==> src/rtl/cu_pkg.sv <==
// Shared encodings for control_unit_v2: FSM states, opcodes and datapath
// select values.
package cu_pkg;

  typedef enum logic [3:0] {
    ST_INIT,
    ST_FETCH,
    ST_DECODE,
    ST_NOOP,
    ST_STORE,
    ST_LOAD,
    ST_ADD,
    ST_SUB,
    ST_LDI,
    ST_JPZ,
    ST_HALT
  } state_e;

  typedef enum logic [3:0] {
    OP_NOOP  = 4'd0,
    OP_STORE = 4'd1,
    OP_LOAD  = 4'd2,
    OP_ADD   = 4'd3,
    OP_SUB   = 4'd4,
    OP_LDI   = 4'd5,
    OP_JPZ   = 4'd6,
    OP_HALT  = 4'd7
  } opcode_e;

  localparam logic [1:0] RF_S_ALU = 2'd0;
  localparam logic [1:0] RF_S_MEM = 2'd1;
  localparam logic [1:0] RF_S_IMM = 2'd2;

  localparam int unsigned ALU_PASS = 0;
  localparam int unsigned ALU_ADD  = 1;
  localparam int unsigned ALU_SUB  = 2;

endpackage

==> src/rtl/control_unit_v2.sv <==
// Multi-cycle control FSM: fetch/decode/execute sequencing for the simple
// 16-bit ISA, with a fixed-latency LOAD and a HALT/resume handshake.
module control_unit_v2
  import cu_pkg::*;
#(
  parameter int D_ADDR_W  = 8,
  parameter int RF_ADDR_W = 4,
  parameter int ALU_SEL_W = 3,
  parameter int MEM_LAT   = 2
) (
  input  logic                 clk,
  input  logic                 reset,
  input  logic [15:0]          instr,
  input  logic                 ra_zero,
  input  logic                 resume,
  output logic                 pc_clr,
  output logic                 pc_up,
  output logic                 pc_ld,
  output logic [7:0]           pc_offset,
  output logic                 ir_ld,
  output logic [D_ADDR_W-1:0]  d_addr,
  output logic                 d_wr,
  output logic [1:0]           rf_s,
  output logic [7:0]           rf_imm,
  output logic [RF_ADDR_W-1:0] rf_w_addr,
  output logic [RF_ADDR_W-1:0] rf_ra_addr,
  output logic [RF_ADDR_W-1:0] rf_rb_addr,
  output logic                 rf_w_en,
  output logic [ALU_SEL_W-1:0] alu_s,
  output logic [3:0]           state_out,
  output logic                 halted,
  output logic                 illegal
);

  state_e     state, state_nx;
  logic [2:0] lat_cnt;
  logic       last_beat;
  logic [7:0] store_addr, load_addr;

  assign store_addr = instr[7:0];
  assign load_addr  = instr[11:4];
  assign last_beat  = (lat_cnt == 3'(MEM_LAT - 1));
  assign state_out  = state;

  always_ff @(posedge clk or negedge reset) begin
    if (!reset) begin
      state   <= ST_INIT;
      lat_cnt <= '0;
      illegal <= 1'b0;
    end else begin
      state   <= state_nx;
      // Counter idles at zero outside LOAD, so it is cleared on every entry.
      lat_cnt <= (state == ST_LOAD) ? lat_cnt + 3'd1 : '0;
      if (state == ST_DECODE && instr[15])
        illegal <= 1'b1;
    end
  end

  always_comb begin
    state_nx   = state;
    pc_clr     = 1'b0;
    pc_up      = 1'b0;
    pc_ld      = 1'b0;
    pc_offset  = '0;
    ir_ld      = 1'b0;
    d_addr     = '0;
    d_wr       = 1'b0;
    rf_s       = RF_S_ALU;
    rf_imm     = '0;
    rf_w_addr  = '0;
    rf_ra_addr = '0;
    rf_rb_addr = '0;
    rf_w_en    = 1'b0;
    alu_s      = ALU_SEL_W'(ALU_PASS);
    halted     = 1'b0;

    case (state)
      ST_INIT: begin
        pc_clr   = 1'b1;
        state_nx = ST_FETCH;
      end
      ST_FETCH: begin
        pc_up    = 1'b1;
        ir_ld    = 1'b1;
        state_nx = ST_DECODE;
      end
      ST_DECODE: begin
        case (instr[15:12])
          OP_NOOP:  state_nx = ST_NOOP;
          OP_STORE: state_nx = ST_STORE;
          OP_LOAD:  state_nx = ST_LOAD;
          OP_ADD:   state_nx = ST_ADD;
          OP_SUB:   state_nx = ST_SUB;
          OP_LDI:   state_nx = ST_LDI;
          OP_JPZ:   state_nx = ST_JPZ;
          default:  state_nx = ST_HALT;
        endcase
      end
      ST_NOOP: state_nx = ST_FETCH;
      ST_STORE: begin
        d_addr     = D_ADDR_W'(store_addr);
        rf_ra_addr = RF_ADDR_W'(instr[11:8]);
        d_wr       = 1'b1;
        state_nx   = ST_FETCH;
      end
      ST_LOAD: begin
        d_addr    = D_ADDR_W'(load_addr);
        rf_s      = RF_S_MEM;
        rf_w_addr = RF_ADDR_W'(instr[3:0]);
        rf_w_en   = last_beat;
        if (last_beat)
          state_nx = ST_FETCH;
      end
      ST_ADD, ST_SUB: begin
        rf_ra_addr = RF_ADDR_W'(instr[11:8]);
        rf_rb_addr = RF_ADDR_W'(instr[7:4]);
        rf_w_addr  = RF_ADDR_W'(instr[3:0]);
        rf_w_en    = 1'b1;
        alu_s      = (state == ST_ADD) ? ALU_SEL_W'(ALU_ADD) : ALU_SEL_W'(ALU_SUB);
        state_nx   = ST_FETCH;
      end
      ST_LDI: begin
        rf_s      = RF_S_IMM;
        rf_imm    = instr[11:4];
        rf_w_addr = RF_ADDR_W'(instr[3:0]);
        rf_w_en   = 1'b1;
        state_nx  = ST_FETCH;
      end
      ST_JPZ: begin
        rf_ra_addr = RF_ADDR_W'(instr[11:8]);
        if (ra_zero) begin
          pc_ld     = 1'b1;
          pc_offset = instr[7:0];
        end
        state_nx = ST_FETCH;
      end
      ST_HALT: begin
        halted = 1'b1;
        if (resume)
          state_nx = ST_FETCH;
      end
      default: state_nx = ST_INIT;
    endcase
  end

endmodule

==> config.mk <==
export PLATFORM = sky130hd
export DESIGN_NAME = control_unit_v2
export DESIGN_NICKNAME = d
export VERILOG_FILES = /design/src/rtl/cu_pkg.sv /design/src/rtl/control_unit_v2.sv
export SDC_FILE = /design/constraint.sdc
export NUM_CORES = 1
export LEC_CHECK = 0
export CAP_MARGIN = 20
export CORE_UTILIZATION = 34
export DETAILED_ROUTE_END_ITERATION = 12
export MAX_ROUTING_LAYER = met4
export PLACE_DENSITY = 0.86
export SLEW_MARGIN = 20
export SYNTH_ARGS = -nofsm -noshare
export SYNTH_HDL_FRONTEND = slang
export SYNTH_SLANG_ARGS = --single-unit
==> constraint.sdc <==
create_clock -name clk -period 3.4 [get_ports clk]
set_input_delay 0.68 -clock clk [delete_from_list [all_inputs] [get_ports clk]]
set_output_delay 0.68 -clock clk [all_outputs]
set_load 0.1 [all_outputs]
=== Word level (Yosys, flattened, before mapping) ===
Index checks and enable logic that the tools add are counted.

* $add $sub $neg: 1
* Eq/ne operators: 19
* Multiplexer cells: 22
* Reduce and logical (&&, ||, !) cells: 9

{| class="wikitable"
|+ Operators with widths
! kind !! number
|-
| 4-bit by 3-bit == test with 1-bit output (second input constant) || 7
|-
| 4-bit case mux with 7 select lines || 1
|-
| 8-bit 2-to-1 mux || 3
|-
| 4-bit 2-to-1 mux || 5
|-
| 4-bit case mux with 5 select lines || 1
|-
| 4-bit by 2-bit == test with 1-bit output (second input constant) || 4
|-
| 8-bit case mux with 2 select lines || 1
|-
| 4-bit == test (second input constant) || 3
|-
| 4-bit by 1-bit == test with 1-bit output (second input constant) || 2
|-
| 4-bit logical NOT || 2
|-
| 4-bit OR reduction || 2
|-
| 7-bit OR reduction || 1
|-
| 1-bit 2-to-1 mux || 6
|-
| 2-bit 2-to-1 mux || 2
|-
| 2-bit inequality test (second input constant) || 2
|-
| 2-bit case mux with 2 select lines || 1
|-
| 3-bit by 1-bit adder with 3-bit output (second input constant) || 1
|-
| 3-bit by 1-bit == test with 1-bit output (second input constant) || 1
|-
| 3-bit 2-to-1 mux || 1
|-
| 3-bit OR reduction || 1
|-
| 1-bit case mux with 2 select lines || 1
|-
| 2-bit AND reduction || 1
|-
| 2-bit OR reduction || 1
|-
| 1-bit logical AND || 1
|}

* Register bits after elaboration: 8
* Input port bits: 20
* Output and inout bits: 53
* Word-level logic and storage cells: 54

=== Logic depth before layout (Yosys ltp) ===
* Word-level depth: 3
* Gate-level depth with buffers: 5
* Depth with buffers taken out: 4

=== Worst setup path before layout ===
OpenSTA, ideal clock, no wires.

* Kind: register to output
* Start point: register state[0] (netlist: state_out[0])
* End point: output pc_up
* Arrival time: 5118 ps
* Required time: 2720 ps
* Slack: -2398 ps
* Stages on the path, launching flop included: 4
* Path buffers: 2
* Path through: dfrtp_1 > buf_6 > nor4b_1 > buf_4

* Cells in the longest elaborated chain, start to end: 2

{| class="wikitable"
|+ RTL lines
! item !! line !! RTL
|-
| start: declaration || control_unit_v2.sv:35 || <nowiki>state_e state, state_nx;</nowiki>
|-
| start signal: assignment || control_unit_v2.sv:51 || <nowiki>state <= state_nx;</nowiki>
|-
| 4-bit by 1-bit == test with 1-bit output || - ||
|-
| 1-bit 2-to-1 mux || - ||
|-
| end: declaration || control_unit_v2.sv:17 || <nowiki>output logic pc_up,</nowiki>
|}

No other way between the ends.

=== Worst setup path in the final report ===
* Start point: register state[1] (netlist: state_out[1])
* End point: output rf_w_en

* Cells in the longest elaborated chain, start to end: 3
* Elaborated cells between the ends (all ways): 6
* Classes of those cells: eq/ne: 4; mux: 1; reduce/logical: 1

{| class="wikitable"
|+ RTL lines
! item !! line !! RTL
|-
| 4-bit by 3-bit == test with 1-bit output / 4-bit == test (equally long branches) || control_unit_v2.sv:77 || <nowiki>case (state)</nowiki>
|-
| 3-bit OR reduction (no source line) || - ||
|-
| 1-bit case mux with 2 select lines * || control_unit_v2.sv:77 ||
|-
| end: declaration || control_unit_v2.sv:28 || <nowiki>output logic rf_w_en,</nowiki>
|}

Mark *: on every way between the ends. The rest lies on a longest branch, timed or not.

==> out/qor.csv <==
stage,metric,value,unit
clocking,# H-tree levels,1,
critical_path,launching element type of the critical path,flop,
yosys,Seq cells post-synth,8,
finish,NumNets Final,191,
floorplanning,Initial Util,37.0,%
sta,number of endpoints failing setup at the final stage,0,
clocking,TritonCTS Sinks,8,
clocking,cts repair resizes,0,
min_path,type of the most critical hold path,reg2reg,
routing,Wirelength per Cell,16.6,um
min_path,Worst Min Path Start,lat_cnt[0],
clocking,clock latency on the worst-skew pair,260,ps
routing,Final Routed Wirelength,3.25,mm
critical_path,kind of end point of the critical path,primary output,
global_routing,global-route wire length before repair,4.89,mm
clocking,number of setup buffers added after CTS,0,
sta,maximum operating frequency,0.359,GHz
floorplanning,floorplan core area,2250,sq um
routing,remaining design rule violation count,0,
routing,detailed-routing iteration count for the pre-antenna-repair pass,4,
placed_design,number of port buffers,71,
routing,count of antenna-violating nets left after detailed routing,0,
yosys,net count after synthesis,122,
critical_path,launching instance or port of the critical path,state_out[1],
sta,unrepaired setup endpoints after global routing,false,
floorplanning,vertical die dimension,51.5,um
clocking,post-CTS clock slew at the launch and capture registers of the worst setup and hold paths,50,ps
yosys,Post-Syn Area per Cell,8.33,sq um
critical_path,required time reported for the critical path endpoint,2720,ps
critical_path,critical path data arrival time,2110,ps
placed_design,Worst Setup Slack post-DPL,883,ps
routing,Iter 0 DRT Violations,17,
routing,via density per instance,5.06,
placed_design,gp weighted congestion,0.797,
power,power density normalized to cell area,796,nW/um^2
yosys,"Seq/Total Area, Yosys",24.0,%
sta,minimum clock period after layout,2790,ps
finish,FF+latch area,203,sq um
yosys,ranking of synthesized cells by area,"sky130_fd_sc_hd__dfrtp_1 (24%), sky130_fd_sc_hd__and2_1 (18%), sky130_fd_sc_hd__a22o_1 (9.5%)",
yosys,Netlist Area Pre-Place,833,sq um
clocking,number of buffers between clock root and the deepest sink,2,
floorplanning,area of the die,2650,sq um
routing,total vias in the final route,987,
clocking,TritonCTS Buffers,3,
power,static power due to leakage,0.848,nW
sta,total negative slack for setup checks,0,ps
yosys,Main synth FF type,sky130_fd_sc_hd__dfrtp_1,
critical_path,crit-path max FO,17,
critical_path,Setup CP Type,reg2out,
floorplanning,die span in x,51.5,um
sta,Layout Skew,8.74,ps
finish,area of the multi-input gates,674,sq um
yosys,count of distinct cell types in the synthesized netlist,34,
global_routing,antenna violations before repair,0,
yosys,post-synthesis cell type with the largest combined area,sky130_fd_sc_hd__dfrtp_1,
sta,worst hold margin,475,ps
yosys,number of enable-type register cells in the synthesized netlist,0,
yosys,fraction of registers with async set/reset,100,%
clocking,hold buffer count at cts,0,
global_routing,total congestion overflow,0,
clocking,Clk Tree Root Cell,sky130_fd_sc_hd__clkbuf_4,
yosys,gate count after technology mapping,100,
floorplanning,Core Rows,17,
flow_run,max-cap violations,0,
sta,Tightest Pin Transition,568,ps
yosys,fraction of post-synthesis cell area in the top cell type by area,24.0,%
clocking,clock tree from TritonCTS,done,
sta,count of final hold-check violations,0,
placed_design,detailed placement HPWL,2.71,mm
outcome,run status,"complete, no violations",
global_routing,largest net degree at the start of global routing,18,
finish,filler cell count,148,
global_routing,vias in the first global route,975,
floorplanning,Top-Level Pins,73,
power,largest vdd supply drop,990,uV
sta,post-route worst setup slack,611,ps
yosys,number of synthesis warnings,0,
sta,Slew headroom,62.1,%
global_routing,global router's overall resource usage,25.8,%
critical_path,launch point of the worst reg-to-reg path,state_out[1],
finish,antenna fix cells,0,
sta,Final Max Slew Viols,0,
finish,share of layout cells above drive strength 1,50.3,%
finish,area delta synth->final,118,%
sta,Final period util,82.0,%
[metal layers]
metal / vias up / part of all wire, % / routed length [um] / global-route usage [%]
met5: - / 0 / 0 / -
met4: 0 / 0.77 / 25 / 7.21
met3: 3 / 5.6 / 182 / 2.92
met2: 38 / 58 / 1880 / 50.0
met1: 464 / 36 / 1160 / 27.2
li1: 482 / - / - / -
[cell usage in the layout, fill, tap and decap left out, drive strengths merged, types with 4 or more instances in the layout]
master,n
buf,53
and2,24
clkdlybuf4s50,19
a22o,9
nor2,8
dfrtp,8
and3,6
inv,4
nor2b,4
[critical path, stage by stage (launching register included)]
cell and delay (ps):
sky130_fd_sc_hd__dfrtp_1 580, sky130_fd_sc_hd__nor4b_1 380, sky130_fd_sc_hd__buf_4 230, sky130_fd_sc_hd__o21bai_1 200, sky130_fd_sc_hd__a21boi_4 260, sky130_fd_sc_hd__buf_12 190
[cells by family (layout without fill, tap and decap cells)]
kind of cell | Yosys count | after routing | synth area share, %
buffers and inverters | 12 | 79 | 9.01
adders and majority gates | 2 | 2 | 3.00
and+or+nand+nor | 54 | 54 | 40.8
DFF | 8 | 8 | 24.0
AOI/OAI and AO/OA | 20 | 20 | 19.2
xor gates and xnor gates | 2 | 2 | 2.10
muxes | 1 | 1 | 1.35
other | 1 | 1 | 0.450
[cell type report]
type,count,share of cell area [%]
Timing Repair Buffer,72,47.6
Sequential cell,8,11.2
Clock buffer,3,1.24
Multi-Input combinational cell,80,37.2
Inverter,4,0.828
Tap cell,28,1.93
[through the flow]
| step | cells | instance area (sq um) | power (mW) | utilization (%) |
|---|---|---|---|---|
| after global placement | 192 | 1790 | 1.36 | 79.4 |
| final | 195 | 1810 | 1.44 | 80.4 |
| after CTS | 195 | 1810 | 1.45 | 80.4 |
| after global routing | 195 | 1810 | 1.49 | 80.4 |
| after floorplan | 100 | 952 | 1.12 | - |
| after detailed placement | 192 | 1790 | 1.38 | 79.4 |
[synthesized netlist by cell type (all sizes together), types with 3 or more instances]
| cell type | count |
|---|---|
| nor3 | 3 |
| dfrtp | 8 |
| nor2 | 8 |
| a22o | 9 |
| buf | 8 |
| and2 | 24 |
| and3 | 6 |
| nand2b | 3 |
| o21bai | 3 |
| nor2b | 4 |
| inv | 4 |
[where the power goes]
part	internal, mW	switching, mW	leakage [nW]
registers	0.121	0.0829	0.0990
logic	0.314	0.854	0.736
clock network	0.0403	0.0316	0.0138
total	0.475	0.969	0.848
[path summary, 6_finish.rpt]
path,slack (ps),depth (start not counted),to
max,610,5,rf_w_en
min,480,1,lat_cnt[0]
max reg2reg,1800,2,state_out[0]
min reg2reg,480,1,lat_cnt[0]
max in group asynchronous,2430,1,state_out[2]
min in group asynchronous,690,1,lat_cnt[0]
[registers in the layout (all words and copies together), names as in the netlist]
signal and cells:
state_out 4, illegal 1, lat_cnt 3
Note: power is estimated with default switching activity, not from simulation.
